--- src/rtl/perip_bridge_pkg.sv ---
// Shared types and encodings for the AXI4-Lite to peripheral-bus bridge.
package perip_bridge_pkg;

   typedef enum logic [2:0] {
      ST_IDLE,
      ST_RD_WAIT,
      ST_RD_RESP,
      ST_WR_ISSUE,
      ST_WR_RESP
   } state_t;

   localparam logic [1:0] MASK_BYTE   = 2'b00;
   localparam logic [1:0] MASK_HALF   = 2'b01;
   localparam logic [1:0] MASK_WORD   = 2'b10;
   localparam logic [1:0] MASK_NONE   = 2'b11;

   localparam logic [1:0] RESP_OKAY   = 2'b00;
   localparam logic [1:0] RESP_SLVERR = 2'b10;

endpackage

--- src/rtl/perip_mask_enc.sv ---
// Byte-strobe to peripheral size decoder; flags strobe patterns the bus cannot express.
module perip_mask_enc
   import perip_bridge_pkg::*;
(
   input  logic [3:0] strb,
   output logic [1:0] mask,
   output logic       illegal
);

   always_comb begin
      mask    = MASK_NONE;
      illegal = 1'b1;
      case (strb)
         4'b0001, 4'b0010, 4'b0100, 4'b1000: begin
            mask    = MASK_BYTE;
            illegal = 1'b0;
         end
         4'b0011, 4'b1100: begin
            mask    = MASK_HALF;
            illegal = 1'b0;
         end
         4'b1111: begin
            mask    = MASK_WORD;
            illegal = 1'b0;
         end
         default: begin
            mask    = MASK_NONE;
            illegal = 1'b1;
         end
      endcase
   end

endmodule

--- src/rtl/axil_perip_bridge.sv ---
// AXI4-Lite slave to DRAM/peripheral bus bridge: one transaction at a time,
// fixed read latency, strobe-to-size encoding, registered outputs throughout.
module axil_perip_bridge
   import perip_bridge_pkg::*;
#(
   parameter int READ_LATENCY = 2,
   parameter int AW           = 32,
   parameter int DW           = 32
) (
   input  logic          clk,
   input  logic          rst,
   input  logic [AW-1:0] s_araddr,
   input  logic          s_arvalid,
   output logic          s_arready,
   output logic [DW-1:0] s_rdata,
   output logic [1:0]    s_rresp,
   output logic          s_rvalid,
   input  logic          s_rready,
   input  logic [AW-1:0] s_awaddr,
   input  logic          s_awvalid,
   output logic          s_awready,
   input  logic [DW-1:0] s_wdata,
   input  logic [3:0]    s_wstrb,
   input  logic          s_wvalid,
   output logic          s_wready,
   output logic [1:0]    s_bresp,
   output logic          s_bvalid,
   input  logic          s_bready,
   output logic [AW-1:0] perip_addr,
   output logic          perip_wen,
   output logic [1:0]    perip_mask,
   output logic [DW-1:0] perip_wdata,
   input  logic [DW-1:0] perip_rdata
);

   state_t     state;
   logic [3:0] cnt;
   logic [1:0] enc_mask;
   logic       enc_illegal;
   logic       wr_pend;
   logic       rd_pend;
   logic       aw_hs;
   logic       ar_hs;

   perip_mask_enc u_mask_enc (
      .strb    (s_wstrb),
      .mask    (enc_mask),
      .illegal (enc_illegal)
   );

   assign wr_pend = s_awvalid & s_wvalid;
   assign rd_pend = s_arvalid & ~wr_pend;
   assign aw_hs   = s_awready & s_wready & wr_pend;
   assign ar_hs   = s_arready & s_arvalid;
   assign s_rresp = RESP_OKAY;

   // Ready flags are registered, so they are computed one edge ahead from the
   // valids seen whenever the next state is IDLE; write has priority.
   always_ff @(posedge clk or negedge rst) begin
      if (!rst) begin
         state       <= ST_IDLE;
         cnt         <= '0;
         s_arready   <= 1'b0;
         s_awready   <= 1'b0;
         s_wready    <= 1'b0;
         s_rvalid    <= 1'b0;
         s_bvalid    <= 1'b0;
         s_rdata     <= '0;
         s_bresp     <= RESP_OKAY;
         perip_addr  <= '0;
         perip_wen   <= 1'b0;
         perip_mask  <= MASK_NONE;
         perip_wdata <= '0;
      end else begin
         case (state)
            ST_IDLE: begin
               if (aw_hs) begin
                  s_awready   <= 1'b0;
                  s_wready    <= 1'b0;
                  s_arready   <= 1'b0;
                  perip_addr  <= s_awaddr;
                  perip_wdata <= s_wdata;
                  perip_wen   <= ~enc_illegal;
                  perip_mask  <= enc_illegal ? MASK_NONE : enc_mask;
                  s_bresp     <= enc_illegal ? RESP_SLVERR : RESP_OKAY;
                  state       <= ST_WR_ISSUE;
               end else if (ar_hs) begin
                  s_awready  <= 1'b0;
                  s_wready   <= 1'b0;
                  s_arready  <= 1'b0;
                  perip_addr <= s_araddr;
                  cnt        <= 4'(READ_LATENCY);
                  state      <= ST_RD_WAIT;
               end else begin
                  s_awready <= wr_pend;
                  s_wready  <= wr_pend;
                  s_arready <= rd_pend;
               end
            end
            ST_RD_WAIT: begin
               if (cnt == 4'd1) begin
                  s_rdata  <= perip_rdata;
                  s_rvalid <= 1'b1;
                  state    <= ST_RD_RESP;
               end else begin
                  cnt <= cnt - 4'd1;
               end
            end
            ST_RD_RESP: begin
               if (s_rready) begin
                  s_rvalid  <= 1'b0;
                  s_awready <= wr_pend;
                  s_wready  <= wr_pend;
                  s_arready <= rd_pend;
                  state     <= ST_IDLE;
               end
            end
            ST_WR_ISSUE: begin
               perip_wen  <= 1'b0;
               perip_mask <= MASK_NONE;
               s_bvalid   <= 1'b1;
               state      <= ST_WR_RESP;
            end
            ST_WR_RESP: begin
               if (s_bready) begin
                  s_bvalid  <= 1'b0;
                  s_awready <= wr_pend;
                  s_wready  <= wr_pend;
                  s_arready <= rd_pend;
                  state     <= ST_IDLE;
               end
            end
            default: state <= ST_IDLE;
         endcase
      end
   end

endmodule

--- config.mk ---
export PLATFORM = sky130hd
export DESIGN_NAME = axil_perip_bridge
export DESIGN_NICKNAME = d
export VERILOG_FILES = /design/src/rtl/perip_bridge_pkg.sv /design/src/rtl/perip_mask_enc.sv /design/src/rtl/axil_perip_bridge.sv
export SDC_FILE = /design/constraint.sdc
export NUM_CORES = 1
export LEC_CHECK = 0
export ABC_CLOCK_PERIOD_IN_PS = 3440
export CORE_UTILIZATION = 30
export DETAILED_ROUTE_END_ITERATION = 10
export DONT_BUFFER_PORTS = 1
export SLEW_MARGIN = 20
export SYNTH_ARGS = -nofsm -noshare
export SYNTH_HDL_FRONTEND = slang
export SYNTH_SLANG_ARGS = --single-unit
--- constraint.sdc ---
create_clock -name clk -period 3.44 [get_ports clk]
set_input_delay 0.516 -clock clk [delete_from_list [all_inputs] [get_ports clk]]
set_output_delay 0.516 -clock clk [all_outputs]
set_load 0.05 [all_outputs]
==> results of run 1 <==
## flip-flops by register name, indices dropped and copies added (netlist names)
signal / count
cnt: 4
perip_addr: 32
perip_mask: 2
perip_wdata: 32
perip_wen: 1
s_arready: 1
s_bresp: 1
s_bvalid: 1
s_rdata: 32
s_rvalid: 1
s_wready: 1
state: 3
## worst max path at each step
stage / endpoint / slack, ps / depth (start not counted)
detailed placement: s_rdata[25]$_DFFE_PN0P_ / 1160 / 5
finish: s_rdata[23]$_DFFE_PN0P_ / 1170 / 5
floorplan: perip_wdata[0]$_DFFE_PN0P_ / 1510 / 4
global route: perip_addr[18]$_DFFE_PN0P_ / 1020 / 5
global placement: s_rdata[5]$_DFFE_PN0P_ / 1230 / 5
CTS: s_rdata[25]$_DFFE_PN0P_ / 1150 / 5
## area by class of cell
class	instances	area [um2]	area share
clock inverters	5	66.3	0.0122
inverters	9	33.8	0.00624
repair buffers	6	67.6	0.0125
multi-input cells	239	1950	0.361
clock buffers	11	243	0.0448
well taps	216	270	0.0499
flip-flops and latches	111	2780	0.514
## metrics by stage
stage	setup slack, ps	cells
after floorplan	1510	382
after global placement	1230	579
after detailed placement	1160	579
after CTS	1150	597
after global routing	1020	597
final	1170	597
## cell families (layout without fill, tap and decap cells)
group / Yosys count / in the layout
XOR/XNOR: 3 / 3
AO/OA/AOI/OAI: 62 / 62
other: 1 / 3
adder cells (fa/ha/maj): 2 / 2
flip-flops: 111 / 111
AND/OR/NAND/NOR: 70 / 70
buffers and inverters: 32 / 31
multiplexers: 99 / 99
## metal layers
layer,vias to the layer above,GRT usage,share of wire,routed length (um)
met2,156,0.204,0.51,5140
met4,0,0.0622,0.023,227
met3,16,0.0462,0.10,1010
li1,1311,-,-,-
met5,-,0,0,0
met1,1381,0.121,0.37,3700
## cells in the final DEF, fill, tap and decap left out, types with 3 or more instances in the layout
master     count
a21oi_1        8
buf_4          4
clkbuf_16      9
conb_1         3
dfrtp_1      109
inv_1          8
mux2_2        34
mux2_4        30
mux2i_1       33
nand2_1       41
nor2_1        10
nor3_1         4
o21ai_0       40
## what timing repair did
item	in CTS	in global routing
hold buffers	2	0
hold endpoints to repair	109	0
endpoints found under the setup margin	0	0
==> impl_metrics.json, run 1 <==
{
  "status": "complete, no violations",
  "critPathLaunchType": "flop",
  "crit_fanout": 32,
  "drc": 0,
  "syn-cell-area_um2": 4890,
  "vias": 2864,
  "fin_skew_ps": 5.68,
  "hold_slack_ps": 75.8,
  "max_stage_delay_ps": 860,
  "ys_seq_area_frac": 0.569,
  "clk_pin_slew_worst_paths_ps": 70,
  "worst-slew-pin-transition_ps": 1000,
  "dp_hpwl_um": 7270,
  "r2r_start": "cnt[1]$_DFFE_PN0P_",
  "clk_latency_ps": 340,
  "first_iter_violations": 86,
  "fmax_mhz": 440,
  "r2r_cells": 5,
  "hold_violations": 0,
  "grt_pass1_wl_um": 14700,
  "die_width_um": 130,
  "slew_headroom": 0.330,
  "cts_tree": "built",
  "nNetsFinal": 517,
  "dieHeight_um": 130,
  "post-route-util": 0.341,
  "setup_viol": 0,
  "ys_seq_elements": 111,
  "path_class": "flop to flop",
  "synth_most_common_cell": "dfrtp_1",
  "synth_top_area_frac": 0.558,
  "synth_compound_area_frac": 0.0729,
  "synthArstFlopShare": 1.00,
  "placed_area_um2": 5070,
  "fill_cells": 1577,
  "overflow": 0,
  "antenna_found_initial": 0,
  "core_um2": 15900,
  "clock_sinks": 111,
  "cts-root-buf": "clkbuf_16",
  "avgSynthCellArea_um2": 12.9,
  "cp.buffers_inverters": 1,
  "die-area_um2": 16800,
  "synthMuxAreaShare": 0.243,
  "cts_max_level": 3,
  "synth_commonest_cells": "dfrtp_1 (109), nand2_1 (41), o21ai_0 (40)",
  "synth_cell_types": 43,
  "routedWlPerCell_um": 16.9,
  "drive_gt1_frac": 0.239,
  "slew_violations": 0,
  "period_share": 0.661,
  "cts_setup_buffers": 0,
  "yosys_most_used_dff": "dfrtp_1",
  "r2r-end": "s_rdata[23]$_DFFE_PN0P_",
  "postLayoutCellArea_um2": 5410,
  "crit_family": "simple AND/OR/NAND/NOR gates",
  "cts_buffers": 9,
  "startpoint": "cnt[1]$_DFFE_PN0P_",
  "initial_core_util": 0.308,
  "clockBufferDepth": 2,
  "grt_max_degree": 110,
  "cp.required_ps": 3670,
  "wirelength_um": 10100,
  "synthTopCellsByArea": "dfrtp_1 (56%), mux2_4 (9.2%), mux2_2 (7.8%)",
  "synth_xor_area_frac": 0.00537,
  "ant_nets": 0,
  "grt_setup_unrepaired": "false",
  "cap_violations": 0,
  "synth_simple_gate_area_share": 0.0688,
  "first_pass_iters": 4,
  "r2r_setup_slack_ps": 1170,
  "cts_resized": 0,
  "portBuffers": 0,
  "period_minus_slack_ps": 2270,
  "gp_congestion": 0.736,
  "antenna_cells": 0,
  "synth_cells": 380,
  "setup_tns_ps": 0,
  "area_growth_pct": 10.7,
  "num_rows": 46,
  "pin_count": 247,
  "synth_top_family_by_area": "multiplexers",
  "cp_cell_sequence": "inv_1 > ha_1 > nand4bb_4 > or3_2 > mux2_4",
  "slowest_stage": "or3_2",
  "grt_pass1_vias": 2850,
  "yosysWarnings": 0,
  "hold_path.class": "primary input to asynchronous set/reset pin",
  "synth_top_area_cell": "dfrtp_1",
  "synth_edf_count": 0,
  "arrival_ps": 2500,
  "avgViaCountPerCell": 4.80,
  "synth_adder_area_share": 0.00512,
  "grtUsageTotal": 0.117,
  "cp-end-kind": "flop"
}
Power of run 1 is not shown: default switching activity piles up to over one toggle a cycle in this logic, so the estimate is an artifact.
==> inputs of run 2 (changes only) <==
ABC_CLOCK_PERIOD_IN_PS = 1960   (was 3440)
clock period = 1.96 ns   (was 3.44 ns; I/O delays follow)
==> run 2 against run 1 <==
  * The flow now finishes with violations (hold timing)
  * Hold slack got worse by 440 ps
  * Cell area is 1.2% higher
  * Die area unchanged
  * Via count is 0.35% higher
  * Fmax increased by 25%
  * Register-to-register slack got worse by 1000 ps
  * Routed wire length is 3.1% higher
  * Critical path type unchanged
  * Highest routed layer unchanged
  * First-iteration DRC count is the same
  * Critical path depth is 1 higher
  * Clock skew up 3.6 ps
  * Non-clock buffer count grew 8
==> impl_metrics.json, run 2 (synthesized netlist as in run 1, its figures left out) <==
{
  "dpl.cell_count": 588,
  "cts_tree": "built",
  "slew_headroom": 0.626,
  "grt_use_met3": 0.0413,
  "stdcell_count": 605,
  "die-area_um2": 16800,
  "grtUsageTotal": 0.117,
  "wirelength_um": 10400,
  "status": "finished with violations",
  "clock_sinks": 111,
  "first_iter_violations": 86,
  "fmax_mhz": 549,
  "initial_core_util": 0.308,
  "fill_cells": 1594,
  "cts_max_level": 3,
  "clk_pin_slew_worst_paths_ps": 70,
  "cp_cell_sequence": "inv_1 > ha_2 > nand4bb_4 > or3_4 > clkbuf_16 > mux2_4",
  "num_rows": 46,
  "hold_path.class": "primary input to asynchronous set/reset pin",
  "die_width_um": 130,
  "avgViaCountPerCell": 4.75,
  "max_stage_delay_ps": 380,
  "gp_congestion": 0.732,
  "vias": 2874,
  "ant_nets": 0,
  "cp-end-kind": "flop",
  "setup_viol": 0,
  "busiest_layer": "met2",
  "cts_setup_buffers": 0,
  "period_minus_slack_ps": 1820,
  "setup_ws_ps": 138,
  "r2r_setup_slack_ps": 140,
  "slew_violations": 0,
  "layout_common_cells": "dfrtp_1 (109), nand2_1 (41), o21ai_0 (40)",
  "fin_skew_ps": 9.31,
  "portBuffers": 0,
  "place_ws_ps": 54.1,
  "clk_latency_ps": 350,
  "path_class": "flop to flop",
  "dp_hpwl_um": 7360,
  "antenna_cells": 0,
  "drive_gt1_frac": 0.257,
  "mostFrequentLayoutCell": "dfrtp_1",
  "setup_tns_ps": 0,
  "top_regs": "perip_addr x32, perip_wdata x32, s_rdata x32",
  "period_share": 0.929,
  "critPathLaunchType": "flop",
  "cp.required_ps": 2190,
  "core_um2": 15900,
  "worst-slew-pin-transition_ps": 560,
  "clockBufferDepth": 2,
  "overflow": 0,
  "r2r_cells": 6,
  "grt_max_degree": 112,
  "drc": 0,
  "cts_buffers": 9,
  "nNetsFinal": 525,
  "cap_violations": 0,
  "dieHeight_um": 130,
  "grt_pass1_wl_um": 14700,
  "slowest_stage": "dfrtp_1",
  "first_pass_iters": 4,
  "globalRouteMet1Util": 0.132,
  "pin_count": 247,
  "grt_pass1_vias": 2876,
  "cts-root-buf": "clkbuf_16",
  "r2r_start": "cnt[1]$_DFFE_PN0P_",
  "grt_setup_unrepaired": "false",
  "met2_usage": 0.195,
  "arrival_ps": 2050,
  "antenna_found_initial": 0,
  "hold_violations": 111,
  "hold_slack_ps": -361,
  "crit_fanout": 16,
  "routedWlPerCell_um": 17.2,
  "area_growth_pct": 12.1,
  "r2r-end": "s_rdata[29]$_DFFE_PN0P_",
  "violations": "hold timing"
}
[run 2: cell types whose count changed in the layout (fill, tap and decap cells not counted)]
| cell | before | now |
|---|---|---|
| buf_12 | 0 | 3 |
| buf_16 | 1 | 0 |
| buf_4 | 4 | 10 |
| bufinv_16 | 1 | 0 |
| clkbuf_1 | 1 | 2 |
| clkbuf_16 | 9 | 10 |
| clkinv_4 | 2 | 1 |
| clkinvlp_4 | 1 | 3 |
| dlygate4sd3_1 | 1 | 0 |
| ha_1 | 2 | 1 |
| ha_2 | 0 | 1 |
| inv_8 | 1 | 0 |
| or3_2 | 1 | 0 |
| or3_4 | 0 | 1 |
[run 2: worst max path at each step]
stage,from,end,slack [ps],depth (start not counted)
global placement,cnt[1]$_DFFE_PN0P_,s_rdata[5]$_DFFE_PN0P_,100,6
CTS,cnt[1]$_DFFE_PN0P_,s_rdata[29]$_DFFE_PN0P_,40,6
floorplan,s_wready$_DFFE_PN0P_,perip_wdata[0]$_DFFE_PN0P_,30,4
global route,cnt[1]$_DFFE_PN0P_,s_rdata[29]$_DFFE_PN0P_,70,6
finish,cnt[1]$_DFFE_PN0P_,s_rdata[29]$_DFFE_PN0P_,140,6
detailed placement,cnt[1]$_DFFE_PN0P_,s_rdata[17]$_DFFE_PN0P_,50,6
[run 2: worst max-delay path, delay by kind of cell (launching register included)]
kind	cells	cell delay, ps
mux	1	310
flops	1	380
buf+inv	2	310
fa+ha+maj	1	210
simple gates	2	490
[run 2: routing by layer]
| layer | share of wire | vias to the layer above |
|---|---|---|
| met5 | 0 | - |
| met4 | 0.019 | 0 |
| met3 | 0.089 | 13 |
| met2 | 0.50 | 145 |
| met1 | 0.39 | 1392 |
| li1 | - | 1324 |
[run 2: timing repair]
| item | CTS | global route |
|---|---|---|
| hold endpoints to repair | 111 | 111 |
| setup endpoints to repair | 0 | 32 |
| gates resized for setup | 0 | 2 |
[run 2: stage by stage]
stage	area, um2	util
floorplan	4900	-
CTS	5450	0.343
finish	5480	0.345
detailed placement	5170	0.326
global placement	5170	0.326
global route	5480	0.345
[run 2: layout make-up]
| cell class | instances | area [um2] | share of cell area |
|---|---|---|---|
| tap | 216 | 270 | 0.0493 |
| clock buffer | 12 | 246 | 0.0450 |
| multi-input combinational | 239 | 1960 | 0.357 |
| inverter | 9 | 33.8 | 0.00616 |
| clock inverter | 4 | 31.3 | 0.00571 |
| timing repair buffer | 14 | 160 | 0.0292 |
| sequential | 111 | 2780 | 0.507 |
Power of run 2 is left out for the same reason.
